$ cat src/rtl/mem_port_arbiter_if.sv
// Bundle of fetch port, data port, memory port and status signals around the
// unified-memory arbiter. The master side is the environment, slave is the arbiter.
interface mem_port_arbiter_if #(
    parameter int unsigned AW = 32,
    parameter int unsigned DW = 32
) ();
    logic          i_req;
    logic [AW-1:0] i_addr;
    logic          i_ack;
    logic [DW-1:0] i_rdata;

    logic          d_req;
    logic          d_we;
    logic [AW-1:0] d_addr;
    logic [DW-1:0] d_wdata;
    logic          d_ack;
    logic [DW-1:0] d_rdata;

    logic          mem_req;
    logic          mem_we;
    logic [AW-1:0] mem_addr;
    logic [DW-1:0] mem_wdata;
    logic [DW-1:0] mem_rdata;
    logic          mem_ack;

    logic          busy;

    modport master (
        output i_req, i_addr, d_req, d_we, d_addr, d_wdata, mem_rdata, mem_ack,
        input  i_ack, i_rdata, d_ack, d_rdata, mem_req, mem_we, mem_addr, mem_wdata, busy
    );

    modport slave (
        input  i_req, i_addr, d_req, d_we, d_addr, d_wdata, mem_rdata, mem_ack,
        output i_ack, i_rdata, d_ack, d_rdata, mem_req, mem_we, mem_addr, mem_wdata, busy
    );
endinterface

$ cat src/rtl/mem_port_arbiter.sv
// Arbitrates the fetch (I) and memory-stage (D) ports onto one single-ported
// memory, one transaction at a time, D first with a starvation guard for I.
module mem_port_arbiter #(
    parameter int unsigned AW         = 32,
    parameter int unsigned DW         = 32,
    parameter int unsigned STARVE_MAX = 4
) (
    input  logic               clk,
    input  logic               reset,
    mem_port_arbiter_if.slave  bus
);
    localparam int unsigned CW = 4;

    typedef enum logic [2:0] {
        S_IDLE   = 3'd0,
        S_BUSY_I = 3'd1,
        S_BUSY_D = 3'd2,
        S_RESP_I = 3'd3,
        S_RESP_D = 3'd4
    } state_e;

    state_e        state_q, state_d;
    logic [CW-1:0] starve_q, starve_d;
    logic          mem_req_q, mem_req_d;
    logic          mem_we_q, mem_we_d;
    logic [AW-1:0] mem_addr_q, mem_addr_d;
    logic [DW-1:0] mem_wdata_q, mem_wdata_d;
    logic          i_ack_q, i_ack_d;
    logic          d_ack_q, d_ack_d;
    logic [DW-1:0] i_rdata_q, i_rdata_d;
    logic [DW-1:0] d_rdata_q, d_rdata_d;
    logic          busy_q, busy_d;

    logic starve_full;
    logic grant_i, grant_d;

    assign starve_full = (starve_q == CW'(STARVE_MAX));
    assign grant_i     = (state_q == S_IDLE) && (state_d == S_BUSY_I);
    assign grant_d     = (state_q == S_IDLE) && (state_d == S_BUSY_D);

    // State and output registers; reset abandons any transaction in flight.
    always_ff @(posedge clk or negedge reset) begin
        if (!reset) begin
            state_q     <= S_IDLE;
            starve_q    <= '0;
            mem_req_q   <= 1'b0;
            mem_we_q    <= 1'b0;
            mem_addr_q  <= '0;
            mem_wdata_q <= '0;
            i_ack_q     <= 1'b0;
            d_ack_q     <= 1'b0;
            i_rdata_q   <= '0;
            d_rdata_q   <= '0;
            busy_q      <= 1'b0;
        end else begin
            state_q     <= state_d;
            starve_q    <= starve_d;
            mem_req_q   <= mem_req_d;
            mem_we_q    <= mem_we_d;
            mem_addr_q  <= mem_addr_d;
            mem_wdata_q <= mem_wdata_d;
            i_ack_q     <= i_ack_d;
            d_ack_q     <= d_ack_d;
            i_rdata_q   <= i_rdata_d;
            d_rdata_q   <= d_rdata_d;
            busy_q      <= busy_d;
        end
    end

    // Next state: D wins contention unless I has been passed over STARVE_MAX times.
    always_comb begin
        state_d = state_q;
        case (state_q)
            S_IDLE: begin
                if (bus.d_req && !(bus.i_req && starve_full)) state_d = S_BUSY_D;
                else if (bus.i_req)                           state_d = S_BUSY_I;
            end
            S_BUSY_I: if (bus.mem_ack) state_d = S_RESP_I;
            S_BUSY_D: if (bus.mem_ack) state_d = S_RESP_D;
            S_RESP_I: state_d = S_IDLE;
            S_RESP_D: state_d = S_IDLE;
            default:  state_d = S_IDLE;
        endcase
    end

    // Output register inputs, derived from the current and upcoming state.
    always_comb begin
        starve_d    = starve_q;
        mem_we_d    = mem_we_q;
        mem_addr_d  = mem_addr_q;
        mem_wdata_d = mem_wdata_q;
        i_rdata_d   = i_rdata_q;
        d_rdata_d   = d_rdata_q;
        mem_req_d   = (state_d == S_BUSY_I) || (state_d == S_BUSY_D);
        busy_d      = (state_d != S_IDLE);
        i_ack_d     = (state_d == S_RESP_I);
        d_ack_d     = (state_d == S_RESP_D);

        if (grant_d) begin
            mem_addr_d  = bus.d_addr;
            mem_we_d    = bus.d_we;
            mem_wdata_d = bus.d_wdata;
            if (!bus.i_req)      starve_d = '0;
            else if (!starve_full) starve_d = starve_q + CW'(1);
        end
        if (grant_i) begin
            mem_addr_d = bus.i_addr;
            mem_we_d   = 1'b0;
            starve_d   = '0;
        end
        if (state_q == S_BUSY_I && bus.mem_ack) begin
            i_rdata_d = bus.mem_rdata;
            mem_we_d  = 1'b0;
        end
        if (state_q == S_BUSY_D && bus.mem_ack) begin
            d_rdata_d = bus.mem_rdata;
            mem_we_d  = 1'b0;
        end
    end

    assign bus.mem_req   = mem_req_q;
    assign bus.mem_we    = mem_we_q;
    assign bus.mem_addr  = mem_addr_q;
    assign bus.mem_wdata = mem_wdata_q;
    assign bus.i_ack     = i_ack_q;
    assign bus.i_rdata   = i_rdata_q;
    assign bus.d_ack     = d_ack_q;
    assign bus.d_rdata   = d_rdata_q;
    assign bus.busy      = busy_q;
endmodule

$ cat src/flat_wrapper.sv
// flat-port wrapper written by rule: the top's interface ports become plain ports
module mem_port_arbiter_flat 
#(
    parameter int unsigned AW         = 32,
    parameter int unsigned DW         = 32,
    parameter int unsigned STARVE_MAX = 4
)
  (clk, reset, bus_i_req, bus_i_addr, bus_d_req, bus_d_we, bus_d_addr, bus_d_wdata, bus_mem_rdata, bus_mem_ack, bus_i_ack, bus_i_rdata, bus_d_ack, bus_d_rdata, bus_mem_req, bus_mem_we, bus_mem_addr, bus_mem_wdata, bus_busy);
  mem_port_arbiter_if #(.AW(AW), .DW(DW)) bus_i ();
  input  logic clk;
  input  logic reset;
  input wire logic [$bits(bus_i.i_req)-1:0] bus_i_req;
  input wire logic [$bits(bus_i.i_addr)-1:0] bus_i_addr;
  input wire logic [$bits(bus_i.d_req)-1:0] bus_d_req;
  input wire logic [$bits(bus_i.d_we)-1:0] bus_d_we;
  input wire logic [$bits(bus_i.d_addr)-1:0] bus_d_addr;
  input wire logic [$bits(bus_i.d_wdata)-1:0] bus_d_wdata;
  input wire logic [$bits(bus_i.mem_rdata)-1:0] bus_mem_rdata;
  input wire logic [$bits(bus_i.mem_ack)-1:0] bus_mem_ack;
  output wire logic [$bits(bus_i.i_ack)-1:0] bus_i_ack;
  output wire logic [$bits(bus_i.i_rdata)-1:0] bus_i_rdata;
  output wire logic [$bits(bus_i.d_ack)-1:0] bus_d_ack;
  output wire logic [$bits(bus_i.d_rdata)-1:0] bus_d_rdata;
  output wire logic [$bits(bus_i.mem_req)-1:0] bus_mem_req;
  output wire logic [$bits(bus_i.mem_we)-1:0] bus_mem_we;
  output wire logic [$bits(bus_i.mem_addr)-1:0] bus_mem_addr;
  output wire logic [$bits(bus_i.mem_wdata)-1:0] bus_mem_wdata;
  output wire logic [$bits(bus_i.busy)-1:0] bus_busy;
  assign bus_i.i_req = bus_i_req;
  assign bus_i.i_addr = bus_i_addr;
  assign bus_i.d_req = bus_d_req;
  assign bus_i.d_we = bus_d_we;
  assign bus_i.d_addr = bus_d_addr;
  assign bus_i.d_wdata = bus_d_wdata;
  assign bus_i.mem_rdata = bus_mem_rdata;
  assign bus_i.mem_ack = bus_mem_ack;
  assign bus_i_ack = bus_i.i_ack;
  assign bus_i_rdata = bus_i.i_rdata;
  assign bus_d_ack = bus_i.d_ack;
  assign bus_d_rdata = bus_i.d_rdata;
  assign bus_mem_req = bus_i.mem_req;
  assign bus_mem_we = bus_i.mem_we;
  assign bus_mem_addr = bus_i.mem_addr;
  assign bus_mem_wdata = bus_i.mem_wdata;
  assign bus_busy = bus_i.busy;
  mem_port_arbiter #(.AW(AW), .DW(DW), .STARVE_MAX(STARVE_MAX)) u_core (.clk(clk), .reset(reset), .bus(bus_i));
endmodule
$ cat config.mk
export PLATFORM = sky130hd
export DESIGN_NAME = mem_port_arbiter_flat
export DESIGN_NICKNAME = d
export VERILOG_FILES = /design/src/rtl/mem_port_arbiter_if.sv /design/src/rtl/mem_port_arbiter.sv /design/src/flat_wrapper.sv
export SDC_FILE = /design/constraint.sdc
export NUM_CORES = 1
export LEC_CHECK = 0
export BUFFER_PORTS_ARGS = -buffer_cell sky130_fd_sc_hd__clkbuf_2
export CORE_UTILIZATION = 48
export CTS_CLUSTER_DIAMETER = 120
export CTS_CLUSTER_SIZE = 24
export DETAILED_ROUTE_END_ITERATION = 10
export GPL_TIMING_DRIVEN = 1
export HOLD_SLACK_MARGIN = 0.05
export PLACE_DENSITY_LB_ADDON = 0.05
export SYNTH_ARGS = -nofsm -noshare
export SYNTH_HDL_FRONTEND = slang
export SYNTH_SLANG_ARGS = --single-unit
$ cat constraint.sdc
create_clock -name clk -period 1.9 [get_ports clk]
set_clock_uncertainty 0.05 [all_clocks]
set_input_delay 0.38 -clock clk [delete_from_list [all_inputs] [get_ports clk]]
set_output_delay 0.38 -clock clk [all_outputs]
set_load 0.005 [all_outputs]
==> results of run 1 <==
path summary, 6_finish.rpt:
| path | start | endpoint | slack, ns | cells past startpoint |
|---|---|---|---|---|
| max | u_core.state_q[2]$_DFF_PN0_ | u_core.bus.mem_addr[31]$_DFFE_PN0P_ | 0.06 | 3 |
| min reg2reg | u_core.bus.mem_wdata[8]$_DFFE_PN0P_ | u_core.bus.mem_wdata[8]$_DFFE_PN0P_ | 0.44 | 1 |
| min | bus_d_wdata[8] | u_core.bus.mem_wdata[8]$_DFFE_PN0P_ | 0.13 | 2 |
| max in group asynchronous | reset | u_core.bus.i_rdata[3]$_DFFE_PN0P_ | 0.85 | 3 |
| max reg2reg | u_core.state_q[2]$_DFF_PN0_ | u_core.bus.mem_addr[31]$_DFFE_PN0P_ | 0.06 | 3 |
| min in group asynchronous | reset | u_core.bus.d_rdata[6]$_DFFE_PN0P_ | 0.35 | 2 |
per-layer routing:
| layer | vias up | part of all wire, % | global-route usage (%) |
|---|---|---|---|
| met5 | - | 0 | 0 |
| met4 | 0 | 1.8 | 9.145 |
| met1 | 2325 | 39 | 27.61 |
| li1 | 2255 | - | - |
| met2 | 185 | 51 | 40.12 |
| met3 | 18 | 8.3 | 8.211 |
cell type report:
type / instances / area [sq um]
Tap cell: 172 / 215.2
Inverter: 3 / 11.26
Clock buffer: 26 / 499.2
Multi-Input combinational cell: 266 / 2552
Timing Repair Buffer: 287 / 1623
Clock inverter: 6 / 60.06
Fill cell: 1006 / 4207
Sequential cell: 140 / 3503
cells in the mapped netlist (2+ instances only):
| master | n | area (sq um) |
|---|---|---|
| dfrtp_1 | 140 | 3503 |
| mux2_1 | 3 | 33.78 |
| inv_1 | 3 | 11.26 |
| nand2b_1 | 2 | 12.51 |
| mux2_2 | 94 | 1059 |
| buf_2 | 16 | 80.08 |
| buf_4 | 4 | 30.03 |
| a2111oi_2 | 22 | 330.3 |
| nor2b_1 | 4 | 25.02 |
| nand2_1 | 2 | 7.510 |
| nor2_1 | 4 | 15.01 |
| buf_1 | 2 | 7.510 |
| and4bb_2 | 2 | 25.02 |
| and4b_1 | 32 | 320.3 |
| buf_6 | 4 | 45.04 |
| a22o_1 | 2 | 17.52 |
| clkbuf_2 | 2 | 10.01 |
| clkbuf_1 | 16 | 60.06 |
| ha_1 | 2 | 25.02 |
| nor3_1 | 33 | 165.2 |
| a21oi_1 | 34 | 170.2 |
| a2111oi_1 | 7 | 70.07 |
| a2111oi_0 | 4 | 35.03 |
per-stage QoR:
step	hold WS, ns	cell area [sq um]
2_1_floorplan	0.03441	6247
3_3_place_gp	0.2112	7830
3_5_place_dp	0.2164	7830
4_1_cts	0.1133	8413
5_1_grt	0.1300	8464
6_report	0.1325	8464
registers in the layout, indices dropped and copies added, names as in the netlist:
signal and cells:
u_core.bus.i_ack 1, u_core.bus.mem_addr 32, u_core.bus.mem_req 1, u_core.bus.mem_wdata 32
u_core.bus.mem_we 1, u_core.starve_q 4, u_core.bus.i_rdata 32, u_core.bus.busy 1
u_core.bus.d_ack 1, u_core.bus.d_rdata 32, u_core.state_q 3
where the power goes:
part / internal [mW] / total [mW] / switching (mW)
Sequential: 4.46 / 5.22 / 0.763
Combinational: 2.83 / 5.35 / 2.52
Clock: 1.93 / 3.10 / 1.17
cells by family (layout without fill, tap and decap cells):
group	Yosys count	in the layout	share of synthesized area, %
compound gates	77	77	11.02
buf+inv	48	322	4.146
simple gates	89	89	10.74
mux	97	97	17.48
fa+ha+maj	2	2	0.4005
flops	140	140	56.08
xor+xnor	1	1	0.1402
placed cells by master (no fill, tap or decap), drive strengths merged, types with 2 or more instances in the layout:
master	Yosys	routed
inv	3	3
nor2b	4	4
buf	27	21
a21oi	34	34
a22o	2	2
a2111oi	33	33
nor2	4	4
clkinv	0	3
nor3	34	34
clkinvlp	0	2
and4bb	2	2
clkbuf	18	291
nand2b	2	2
mux2	97	97
nand2	2	2
and4b	32	32
ha	2	2
dfrtp	140	140
timing repair:
item	CTS	global route
setup buffers	1	0
pin swaps	1	1
resized for setup	2	9
hold endpoints to repair	23	0
gates cloned	0	0
setup endpoints to repair	33	48
hold buffers	1	0
critical path: cells and delay by family (launching register included):
kind | cells | cell delay (ns)
simple gates | 2 | 0.76
compound gates | 1 | 0.45
flops | 1 | 0.44
==> impl_metrics.yaml, run 1 <==
detailed_routing:
  via_per_inst: 5.314
  first_pass_iters: 4
  wirelength_mm: 15.77
  drt-initial-drc-count: 244
  ant_nets: 0
  drc_errors: 0
  via_count: 4783
  wl_per_cell_microns: 17.52
synthesis:
  synth_edf_count: 0
  synth_seq_cells: 140
  syn-cell-area_sq_um: 6247
  synth.avg_cell_area_sq_um: 13.76
  syn_nets: 590
  yosysUniqueCellTypes: 43
  yosys_warnings: 0
  synth_seq_area_share_pct: 56.08
  async_flop_share_pct: 100.0
  yosys_most_used_dff: "dfrtp_1"
  synth_cells: 454
timing:
  rsz0062_at_grt: "no"
  fin_crit_sh_pct: 96.64
  setup_tns_ns: 0
  hold_viol: 0
  finalSetupViolations: 0
  fin_ws_ns: 0.06391
  final_max_slew_viol_count: 0
  worst_slew_pin_slew_ns: 1.152
  fmax_mhz: 544.6
  slew_headroom_pct: 22.99
  finalCriticalPeriod_ns: 1.836
power_and_ir_drop:
  leakage_nw: 3.991
  irDropWorstVdd_mv: 0.7480
  power_density_nw_per_um2: 1616
  finalPower_mw: 13.68
placement:
  hpwlAfterDp_mm: 11.15
  portBuffers: 266
  routabilityCongestion: 0.7846
  pre_cts_ws_ns: -0.03877
  place_inst: 866
clocking:
  cts.sinks: 140
  cts_max_level: 4
  clk_path_buf_depth: 2
  cts_buffers: 17
  cts_tree: "done"
  cts_root_buf: "clkbuf_16"
  clk_pin_slew_ns: 0.06
  clkLatencyLatePin_ns: 0.41
run_status:
  status: "completed"
critical_path:
  cp-start-kind: "flop"
  crit_fanout: 34
  end_kind: "flop"
  path_class: "flop to flop"
  cp_data_required_time_ns: 2.13
  critPathArrivalTime_ns: 2.07
  path_cells: "or3_4 > a2111oi_0 > nor3_1"
  critical_path.max_stage_delay_ns: 0.66
  worst_path_max_delay_cell: "or3_4"
floorplan:
  die_w_microns: 116.1
  start_util_pct: 49.30
  rows: 41
  die-area_sq_um: 13480
  num_io_pins: 267
  die_y_microns: 116.1
  core_sq_um: 12670
final_layout:
  drive_gt1_share_pct: 61.13
  fin_util_pct: 66.80
  areaGrowthSynthToFinish_pct: 35.49
  final_cell_count_no_fill: 900
  insertedDiodeCount: 0
  fin_nets: 851
global_route:
  grt_pass1_wl_mm: 24.31
  overflow: 0
  antenna_found_initial: 0
  first_global_vias: 4827
  grt_util_all_layers_pct: 23.66
  grt_start_max_net_pins: 61
job:
  drv_cap: 0
hold_path:
  worst_hold_path_type: "input pin to flop"
Note: power is estimated with default switching activity, not from simulation.
==> run 2: changes to the inputs <==
==> constraint.sdc (replaced) <==
create_clock -name clk -period 1.8 [get_ports clk]
set_clock_uncertainty 0.05 [all_clocks]
set_input_delay 0.36 -clock clk [delete_from_list [all_inputs] [get_ports clk]]
set_output_delay 0.36 -clock clk [all_outputs]
set_load 0.02 [all_outputs]
==> impl_metrics.yaml, run 2 (synthesis gave the netlist of run 1 again) <==
power_and_ir_drop:
  power_density_nw_per_um2: 1936
  finalPower_mw: 16.98
  irDropWorstVdd_mv: 1.001
  leakage_nw: 4.105
timing:
  whs_ns: 0.1089
  finalSetupViolations: 0
  fin_crit_sh_pct: 95.16
  finalCriticalPeriod_ns: 1.713
  slew_headroom_pct: 7.924
  final_max_slew_viol_count: 0
  rsz0062_at_grt: "yes"
  fin_ws_ns: 0.08709
  hold_viol: 0
  worst_slew_pin_slew_ns: 1.378
  fmax_mhz: 583.8
  setup_tns_ns: 0
critical_path:
  worst_path_max_delay_cell: "dfrtp_1"
  cp-start-kind: "flop"
  crit_fanout: 12
  path_cells: "or3_4 > buf_4 > a2111oi_2 > nor3_1"
  path_delay_family: "simple AND/OR/NAND/NOR gates"
  critPathBufInv: 1
  cp_data_required_time_ns: 2.04
  end_kind: "flop"
  critical_path.max_stage_delay_ns: 0.45
  path_class: "flop to flop"
  critPathArrivalTime_ns: 1.95
clocking:
  clk_path_buf_depth: 2
  cts_buffers: 17
  clk_pin_slew_ns: 0.05
  cts_root_buf: "clkbuf_16"
  cts.sinks: 140
  cts_tree: "done"
  cts_max_level: 4
  clkLatencyLatePin_ns: 0.42
global_route:
  first_global_vias: 4911
  grt_util_all_layers_pct: 24.30
  grt_start_max_net_pins: 56
  overflow: 0
  antenna_found_initial: 0
  grt_pass1_wl_mm: 24.83
final_layout:
  fin_util_pct: 69.22
  areaGrowthSynthToFinish_pct: 40.40
  layout_commonest_cell: "clkbuf_2"
  final_cell_count_no_fill: 914
  design_area_sq_um: 8771
  fill_cells: 958
  insertedDiodeCount: 0
  layout_common_cells: "clkbuf_2, dfrtp_1, mux2_2, a21oi_1, nor3_1"
  fin_nets: 865
  drive_gt1_share_pct: 62.13
floorplan:
  start_util_pct: 49.30
  die_y_microns: 116.1
  die_w_microns: 116.1
  rows: 41
  num_io_pins: 267
  die-area_sq_um: 13480
  core_sq_um: 12670
placement:
  portBuffers: 266
  pre_cts_ws_ns: -0.1284
  hpwlAfterDp_mm: 11.24
  place_area_sq_um: 7973
  routabilityCongestion: 0.7780
  place_inst: 880
detailed_routing:
  drt-initial-drc-count: 274
  via_per_inst: 5.372
  first_pass_iters: 4
  drc_errors: 0
  via_count: 4910
  wirelength_mm: 15.96
  ant_nets: 0
  wl_per_cell_microns: 17.46
hold_path:
  worst_hold_path_type: "input pin to flop"
job:
  drv_cap: 0
run_status:
  status: "completed"
run 2: what timing repair did:
item	4_1_cts	5_1_grt
setup endpoints to repair	10	65
setup buffers	1	1
endpoints found under the hold margin	32	0
hold buffers	1	0
gates cloned	0	0
pin swaps	1	5
resized for setup	8	16
run 2: area by class of cell:
| cell class | count | area, sq um | share of cell area, % |
|---|---|---|---|
| sequential | 140 | 3503 | 39.94 |
| tap | 172 | 215.2 | 2.454 |
| clock inverter | 6 | 132.6 | 1.512 |
| clock buffer | 26 | 489.2 | 5.578 |
| timing repair buffer | 301 | 1773 | 20.21 |
| inverter | 3 | 11.26 | 0.1284 |
| multi-input combinational | 266 | 2646 | 30.17 |
run 2: routing by layer:
metal / wire length [microns] / vias to the layer above / track usage [%]
li1: - / 2276 / -
met1: 6144 / 2409 / 28.86
met4: 330 / 0 / 10.34
met2: 8007 / 200 / 39.96
met5: 0 / - / 0
met3: 1476 / 25 / 8.682
run 2: worst register-to-register path: stages (launching register included):
cell	delay, ns
dfrtp_1	0.45
or3_4	0.42
buf_4	0.25
a2111oi_2	0.32
nor3_1	0.10
run 2: where the power goes:
group	switching, mW	internal (mW)	total, mW
Sequential	0.816	4.71	5.53
Clock	1.26	2.43	3.69
Combinational	4.50	3.26	7.76
Total	6.57	10.4	17.0
run 2: final timing paths:
check,startpoint,to,slack [ns],cells after the start
max,u_core.state_q[0]$_DFF_PN0_,u_core.bus.mem_addr[11]$_DFFE_PN0P_,0.09,4
min,bus_d_wdata[8],u_core.bus.mem_wdata[8]$_DFFE_PN0P_,0.11,2
max reg2reg,u_core.state_q[0]$_DFF_PN0_,u_core.bus.mem_addr[11]$_DFFE_PN0P_,0.09,4
min reg2reg,u_core.bus.mem_wdata[4]$_DFFE_PN0P_,u_core.bus.mem_wdata[4]$_DFFE_PN0P_,0.45,1
max in group asynchronous,reset,u_core.bus.mem_wdata[28]$_DFFE_PN0P_,0.78,3
min in group asynchronous,reset,u_core.bus.d_rdata[8]$_DFFE_PN0P_,0.39,2
==> run 3: changes to the inputs <==
--- a/config.mk
+++ b/config.mk
@@ -6,7 +6,7 @@
 export NUM_CORES = 1
 export LEC_CHECK = 0
 export BUFFER_PORTS_ARGS = -buffer_cell sky130_fd_sc_hd__clkbuf_2
-export CORE_UTILIZATION = 48
+export CORE_UTILIZATION = 43
 export CTS_CLUSTER_DIAMETER = 120
 export CTS_CLUSTER_SIZE = 24
 export DETAILED_ROUTE_END_ITERATION = 10
==> constraint.sdc (replaced) <==
create_clock -name clk -period 1.4 [get_ports clk]
set_clock_uncertainty 0.05 [all_clocks]
set_input_delay 0.28 -clock clk [delete_from_list [all_inputs] [get_ports clk]]
set_output_delay 0.28 -clock clk [all_outputs]
set_load 0.02 [all_outputs]
==> impl_metrics.yaml, run 3 (synthesis gave the netlist of run 1 again) <==
clocking:
  cts_root_buf: "clkbuf_16"
  cts_max_level: 4
  clk_pin_slew_ns: 0.06
  cts_buffers: 17
  clkLatencyLatePin_ns: 0.41
  clk_path_buf_depth: 2
  cts.sinks: 140
  cts_tree: "done"
detailed_routing:
  wl_per_cell_microns: 19.74
  via_count: 5478
  ant_nets: 0
  first_pass_iters: 4
  drc_errors: 0
  via_per_inst: 5.397
  wirelength_mm: 20.04
  drt-initial-drc-count: 286
power_and_ir_drop:
  irDropWorstVdd_mv: 1.659
  power_density_nw_per_um2: 2345
  leakage_nw: 4.972
critical_path:
  r2r-start: "u_core.starve_q[0]$_DFFE_PN0P_"
  cp-start-kind: "flop"
  path_cells: "inv_2 > ha_4 > nand4b_1 > buf_4 > buf_12 > buf_16 > a2111oi_4 > nor3_2"
  crit_fanout: 6
  cp_data_required_time_ns: 1.64
  worst-r2r-setup-slack_ns: -0.39
  critPathArrivalTime_ns: 2.03
  critPathBufInv: 4
  path_class: "flop to flop"
  path_delay_family: "buffers and inverters"
  worst_path_max_delay_cell: "dfrtp_1"
  critical_path.max_stage_delay_ns: 0.40
  r2r-end: "u_core.bus.mem_addr[6]$_DFFE_PN0P_"
  ff2ff_path_depth: 8
  end_kind: "flop"
timing:
  fin_crit_sh_pct: 127.6
  hold_viol: 0
  fmax_mhz: 559.6
  slew_headroom_pct: 75.50
  fin_ws_ns: -0.3870
  worst_slew_pin_slew_ns: 0.3675
  rsz0062_at_grt: "yes"
  finalSetupViolations: 136
  finalCriticalPeriod_ns: 1.787
  setup_tns_ns: -39.18
  final_max_slew_viol_count: 0
  whs_ns: 0.06158
final_layout:
  layout_common_cells: "clkbuf_2, dfrtp_1, mux2_4, dlygate4sd3_1, buf_4"
  areaGrowthSynthToFinish_pct: 72.46
  drive_gt1_share_pct: 66.23
  layout_commonest_cell: "clkbuf_2"
  fill_cells: 868
  fin_nets: 958
  insertedDiodeCount: 0
floorplan:
  die_y_microns: 122.5
  start_util_pct: 44.49
  rows: 43
  core_sq_um: 14040
  num_io_pins: 267
  die_w_microns: 122.5
  die-area_sq_um: 15010
placement:
  portBuffers: 266
  routabilityCongestion: 0.7869
  hpwlAfterDp_mm: 12.13
job:
  drv_cap: 0
global_route:
  grt_pass1_wl_mm: 29.96
  first_global_vias: 5634
  overflow: 0
  grt_util_all_layers_pct: 26.48
  antenna_found_initial: 0
  grt_start_max_net_pins: 38
run_status:
  status: "complete, but fails checks"
  violations: "setup timing"
hold_path:
  min_to: "u_core.bus.mem_wdata[7]$_DFFE_PN0P_"
  worstHoldPathCells: 2
  min_from: "bus_d_wdata[7]"
  worst_hold_path_type: "input pin to flop"
-- run 3: worst max path at each step --
stage | cells past startpoint | endpoint | start | slack [ns]
2_1_floorplan | 6 | u_core.bus.mem_wdata[0]$_DFFE_PN0P_ | u_core.starve_q[0]$_DFFE_PN0P_ | -0.23
3_3_place_gp | 8 | u_core.bus.mem_addr[3]$_DFFE_PN0P_ | u_core.starve_q[0]$_DFFE_PN0P_ | -0.34
3_5_place_dp | 8 | u_core.bus.mem_addr[9]$_DFFE_PN0P_ | u_core.starve_q[0]$_DFFE_PN0P_ | -0.38
4_1_cts | 8 | u_core.bus.mem_addr[9]$_DFFE_PN0P_ | u_core.starve_q[0]$_DFFE_PN0P_ | -0.36
5_1_grt | 8 | u_core.bus.mem_addr[6]$_DFFE_PN0P_ | u_core.starve_q[0]$_DFFE_PN0P_ | -0.46
6_report | 8 | u_core.bus.mem_addr[6]$_DFFE_PN0P_ | u_core.starve_q[0]$_DFFE_PN0P_ | -0.39
-- run 3: power by group --
group	switching [mW]	total, mW	internal, mW
combinational	7.00	13.7	6.68
sequential	1.21	7.27	6.06
clock	1.77	4.32	2.55
-- run 3: worst reg2reg max path, delay by kind of cell (launching register included) --
kind,cells,cell delay (ns)
adders and majority gates,1,0.13
and+or+nand+nor,2,0.19
AOI/OAI and AO/OA,1,0.37
buffers and inverters,4,0.53
DFF,1,0.40
-- run 3: layout make-up --
cell class / instances / area, sq um / share of cell area (%)
Inverter: 3 / 13.76 / 0.1277
Timing Repair Buffer: 394 / 3092 / 28.70
Tap cell: 180 / 225.2 / 2.090
Multi-Input combinational cell: 266 / 3368 / 31.26
Clock inverter: 12 / 113.9 / 1.057
Clock buffer: 20 / 456.7 / 4.239
Sequential cell: 140 / 3505 / 32.53
-- run 3: routing by layer --
metal / GRT usage (%) / share of wire [%] / vias up
met5: 0 / 0 / -
met4: 9.832 / 2.4 / 0
met2: 45.72 / 51 / 218
met3: 6.366 / 6.5 / 35
met1: 31.93 / 40 / 2755
li1: - / - / 2470
-- run 3: repair_timing --
item / 4_1_cts / 5_1_grt
buffers inserted: 16 / 12
endpoints found under the hold margin: 92 / 0
pin swaps: 38 / 23
endpoints found under the setup margin: 135 / 136
resized for setup: 60 / 53
hold buffers: 37 / 0
gates cloned: 14 / 5
-- run 3: through the flow --
step | cells | setup slack, ns | total power [mW] | util (%) | instance area (sq um)
4_1_cts | 1006 | -0.3550 | 24.58 | 74.75 | 10500
3_5_place_dp | 907 | -0.3843 | 18.06 | 62.34 | 8753
2_1_floorplan | 454 | -0.2307 | 14.59 | - | 6967
3_3_place_gp | 907 | -0.3394 | 17.71 | 62.34 | 8753
5_1_grt | 1015 | -0.4598 | 26.49 | 76.73 | 10770
6_report | 1015 | -0.3870 | 25.27 | 76.73 | 10770
